===== config.mk =====
export PLATFORM = sky130hd
export DESIGN_NAME = serial_add_ctrl
export DESIGN_NICKNAME = d
export VERILOG_FILES = /design/src/rtl/serial_add_ctrl.sv
export SDC_FILE = /design/constraint.sdc
export NUM_CORES = 1
export LEC_CHECK = 0
export CORE_MARGIN = 3
export CORE_UTILIZATION = 54
export CTS_CLUSTER_SIZE = 8
export DETAILED_ROUTE_END_ITERATION = 7
export PLACE_DENSITY_LB_ADDON = 0.3
export SLEW_MARGIN = 10
export SYNTH_ARGS = -nofsm -noshare
export SYNTH_HDL_FRONTEND = slang
export SYNTH_SLANG_ARGS = --single-unit

===== constraint.sdc =====
create_clock -name clk -period 2.6 [get_ports clk]
set_clock_uncertainty 0.05 [all_clocks]
set_input_delay 0.52 -clock clk [delete_from_list [all_inputs] [get_ports clk]]
set_output_delay 0.52 -clock clk [all_outputs]
set_load 0.005 [all_outputs]

===== src/rtl/serial_add_ctrl.sv =====
// serial_add_ctrl: bit-serial adder controller driving an external 1-bit
// full-adder cell, LSB first, one bit per clock.
// Optional feature macro: SERIAL_ADD_SUB_EN (adds the sub port for a - b).
module serial_add_ctrl #(
  parameter int unsigned WIDTH = 8
) (
  input  logic             clk,
  input  logic             rst,
  input  logic             start,
  input  logic [WIDTH-1:0] a,
  input  logic [WIDTH-1:0] b,
  input  logic             cin,
`ifdef SERIAL_ADD_SUB_EN
  input  logic             sub,
`endif
  output logic             busy,
  output logic             done,
  output logic [WIDTH-1:0] sum,
  output logic             cout,
  output logic             fa_a,
  output logic             fa_b,
  output logic             fa_c,
  input  logic             fa_sum,
  input  logic             fa_carry
);

  localparam int unsigned CNT_W = $clog2(WIDTH);

  typedef enum logic [1:0] {IDLE, RUN, DONE} state_t;

  state_t             state;
  state_t             state_nxt;
  logic [WIDTH-1:0]   a_sr;
  logic [WIDTH-1:0]   b_sr;
  logic [WIDTH-2:0]   res_sr;
  logic               carry;
  logic [CNT_W-1:0]   cnt;
  logic [WIDTH-1:0]   res_nxt;
  logic               last_bit;
  logic [WIDTH-1:0]   b_load;
  logic               carry_load;

  // Operand B / carry-in as loaded on an accepted start
`ifdef SERIAL_ADD_SUB_EN
  assign b_load     = sub ? ~b : b;
  assign carry_load = sub ? 1'b1 : cin;
`else
  assign b_load     = b;
  assign carry_load = cin;
`endif

  // Result after this cycle's bit enters at the MSB; final bit when cnt hits WIDTH-1
  assign res_nxt  = {fa_sum, res_sr};
  assign last_bit = (cnt == CNT_W'(WIDTH - 1));

  // Bit-cell drive: only from registers, forced low outside RUN
  assign fa_a = (state == RUN) & a_sr[0];
  assign fa_b = (state == RUN) & b_sr[0];
  assign fa_c = (state == RUN) & carry;

  // State register
  always_ff @(posedge clk) begin
    if (rst) state <= IDLE;
    else     state <= state_nxt;
  end

  // Next-state logic
  always_comb begin
    state_nxt = state;
    unique case (state)
      IDLE:    if (start)    state_nxt = RUN;
      RUN:     if (last_bit) state_nxt = DONE;
      DONE:                  state_nxt = IDLE;
      default:               state_nxt = IDLE;
    endcase
  end

  // Registered status flags, aligned with the state they describe
  always_ff @(posedge clk) begin
    if (rst) begin
      busy <= 1'b0;
      done <= 1'b0;
    end else begin
      busy <= (state_nxt == RUN);
      done <= (state_nxt == DONE);
    end
  end

  // Operand shift registers, carry flop, bit counter and result registers
  always_ff @(posedge clk) begin
    if (rst) begin
      a_sr   <= '0;
      b_sr   <= '0;
      res_sr <= '0;
      carry  <= 1'b0;
      cnt    <= '0;
      sum    <= '0;
      cout   <= 1'b0;
    end else begin
      unique case (state)
        IDLE: begin
          if (start) begin
            a_sr  <= a;
            b_sr  <= b_load;
            carry <= carry_load;
            cnt   <= '0;
          end
        end
        RUN: begin
          res_sr <= res_nxt[WIDTH-1:1];
          a_sr   <= {1'b0, a_sr[WIDTH-1:1]};
          b_sr   <= {1'b0, b_sr[WIDTH-1:1]};
          carry  <= fa_carry;
          cnt    <= cnt + CNT_W'(1);
          if (last_bit) begin
            sum  <= res_nxt;
            cout <= fa_carry;
          end
        end
        default: ;
      endcase
    end
  end

endmodule


==> results.json <==
{
  "outcome": "completed",
  "critPathKind": "register to output pin",
  "track_usage_pct": 18.1,
  "antenna_left": 0,
  "synth_top_cell_by_area": "dfxtp_1",
  "max_freq_ghz": 0.428,
  "fp-row-count": 19,
  "synth_top_cells_by_count": "40 x dfxtp_1, 32 x nand2_1, 22 x nor2_1",
  "cap_violations": 0,
  "antenna_found_initial": 0,
  "syn_nets": 200,
  "yosysWarnings": 0,
  "htreeDepth": 2,
  "postCtsResizedCells": 0,
  "firstDrtPassIters": 4,
  "yosysSeqAreaShare_pct": 46.3,
  "holdWs_ps": 409,
  "p_leak_nw": 0.760,
  "globalRouteOverflowTotal": 0,
  "diodes": 0,
  "root_buffer": "clkbuf_4",
  "start_kind": "register",
  "dp_hpwl_um": 2350,
  "first_iter_violations": 80,
  "via_per_inst": 5.12,
  "tightest_slew_ps": 666,
  "slew_viol_final": 0,
  "gp_congestion": 0.797,
  "cts_tree": "built",
  "dieArea_mm2": 0.00392,
  "post-cts-setup-buffers": 0,
  "grt_max_degree": 31,
  "area_growth_pct": 21.0,
  "switching_share_pct": 25.6,
  "power_frac_seq_pct": 59.4,
  "setup_tns_ps": 0,
  "die_w_um": 62.6,
  "synthCells": 176,
  "io_buffers": 35,
  "cts_max_path_buffers": 2,
  "cts_buffers": 5,
  "stdcell_count": 248,
  "fin_ws_ps": 263,
  "cts_hold_buf": 0,
  "dp.cells": 241,
  "synth_flop_cell": "dfxtp_1",
  "grt_pass1_vias": 1294,
  "finalHoldViolations": 0,
  "crit_fanout": 13,
  "setup_violations": 0,
  "final_area_mm2": 0.00209,
  "fin_util_pct": 72.1,
  "cts_sinks": 40,
  "avgRoutedWirePerCell_um": 13.2,
  "grt_pass1_wl_um": 5790,
  "cp.required_ps": 2030,
  "endpoint_kind": "output pin",
  "hold_class": "register to register",
  "dieHeight_um": 62.6,
  "initial_core_util_pct": 59.6,
  "netSwitchingPower_uw": 283,
  "drive_gt1_share_pct": 14.1,
  "vdd_drop_max_mv": 0.416,
  "clk_latency_ps": 340,
  "drcViolationCount": 0,
  "fin_total_pwr_mw": 1.10,
  "period_minus_slack_ps": 2340,
  "coreArea_mm2": 0.00290,
  "synth_cell_types": 26,
  "fillers": 239,
  "intPower_uw": 821,
  "yosysMostFrequentCell": "dfxtp_1",
  "fin_nets": 230,
  "postPlaceCellArea_mm2": 0.00204,
  "ios": 36,
  "combPwrFrac_pct": 14.3,
  "fin_crit_sh_pct": 89.9,
  "synth_edf_count": 0,
  "clkTransAtPathRegs_ps": 110,
  "p_per_area_mw_per_mm2": 528,
  "dr_total_vias": 1270,
  "synth_area_leaders": "dfxtp_1 46%, a211oi_2 11%, mux2i_1 8.7%",
  "ys_async_sr_fraction_pct": 0,
  "cp.arrival_ps": 1770,
  "yosys.area.top_type_share_pct": 46.3,
  "syn-cell-area_mm2": 0.00173,
  "place_ws_ps": 586,
  "slew_headroom_pct": 55.5,
  "rsz0062_at_grt": "no",
  "wl_um": 3280,
  "avgSynthCellArea_um2": 9.82,
  "synth_seq_cells": 40,
  "power.share.clock_pct": 26.3
}
worst max-delay path: stages (launching register included):
cell,delay [ps]
dfxtp_1,440
nor2b_4,310
and2_1,180
clkdlybuf4s50_1,500
per-layer routing:
metal	track usage [%]	part of all wire [%]
met5	0	0
met4	9.92	2.5
met1	22.8	46
met2	28.2	48
met3	4.50	3.9
state kept, by name, summed over array words and instances, names as in the netlist, 2 cells and up:
| register | flops |
|---|---|
| res_sr | 7 |
| cnt | 3 |
| a_sr | 8 |
| sum | 8 |
| b_sr | 8 |
| state | 2 |
logic make-up (layout without fill, tap and decap cells):
logic type               after synthesis  count (layout)  synth area share [%]
AND/OR/NAND/NOR                       67              67                  17.7
flip-flops                            40              40                  46.3
AO/OA/AOI/OAI                         37              37                  18.8
multiplexers                          15              15                  8.68
buffers and inverters                 15              45                  7.02
adder cells (fa/ha/maj)                2               2                  1.45
placed cells by master, fill, tap and decap left out, drive strengths merged, types with 3 or more instances in the layout:
| master | n |
|---|---|
| clkdlybuf4s50 | 35 |
| clkbuf | 5 |
| nor2 | 22 |
| nand2 | 32 |
| a21oi | 16 |
| dfxtp | 40 |
| a211oi | 15 |
| and2 | 3 |
| mux2i | 15 |
| a22oi | 4 |
final timing paths:
kind / startpoint / to / slack, ps / cells after the start
worst min-delay path: sum[0] / sum[0] / 410 / 2
worst max register to register: state[0] / b_sr[4] / 970 / 4
worst min register to register: sum[0] / sum[0] / 410 / 2
worst max-delay path: state[1] / fa_b / 260 / 3
power groups by stage:
stage / logic [mW] / clock network [mW] / registers, mW
final: 0.158 / 0.291 / 0.656
after detailed placement: 0.159 / 0 / 0.670
after global placement: 0.153 / 0 / 0.668
after global routing: 0.174 / 0.328 / 0.660
after CTS: 0.160 / 0.300 / 0.656
after floorplan: 0.113 / 0 / 0.665
final cells by class:
cell class	instances	area (µm²)	area share [%]
Clock buffer	5	37.5	1.79
Multi-Input combinational cell	121	807	38.6
Sequential cell	40	801	38.3
Timing Repair Buffer	37	378	18.1
Tap cell	42	52.6	2.51
Clock inverter	2	12.5	0.598
Inverter	1	3.75	0.179
No activity file was read; power rests on OpenSTA's default activity.
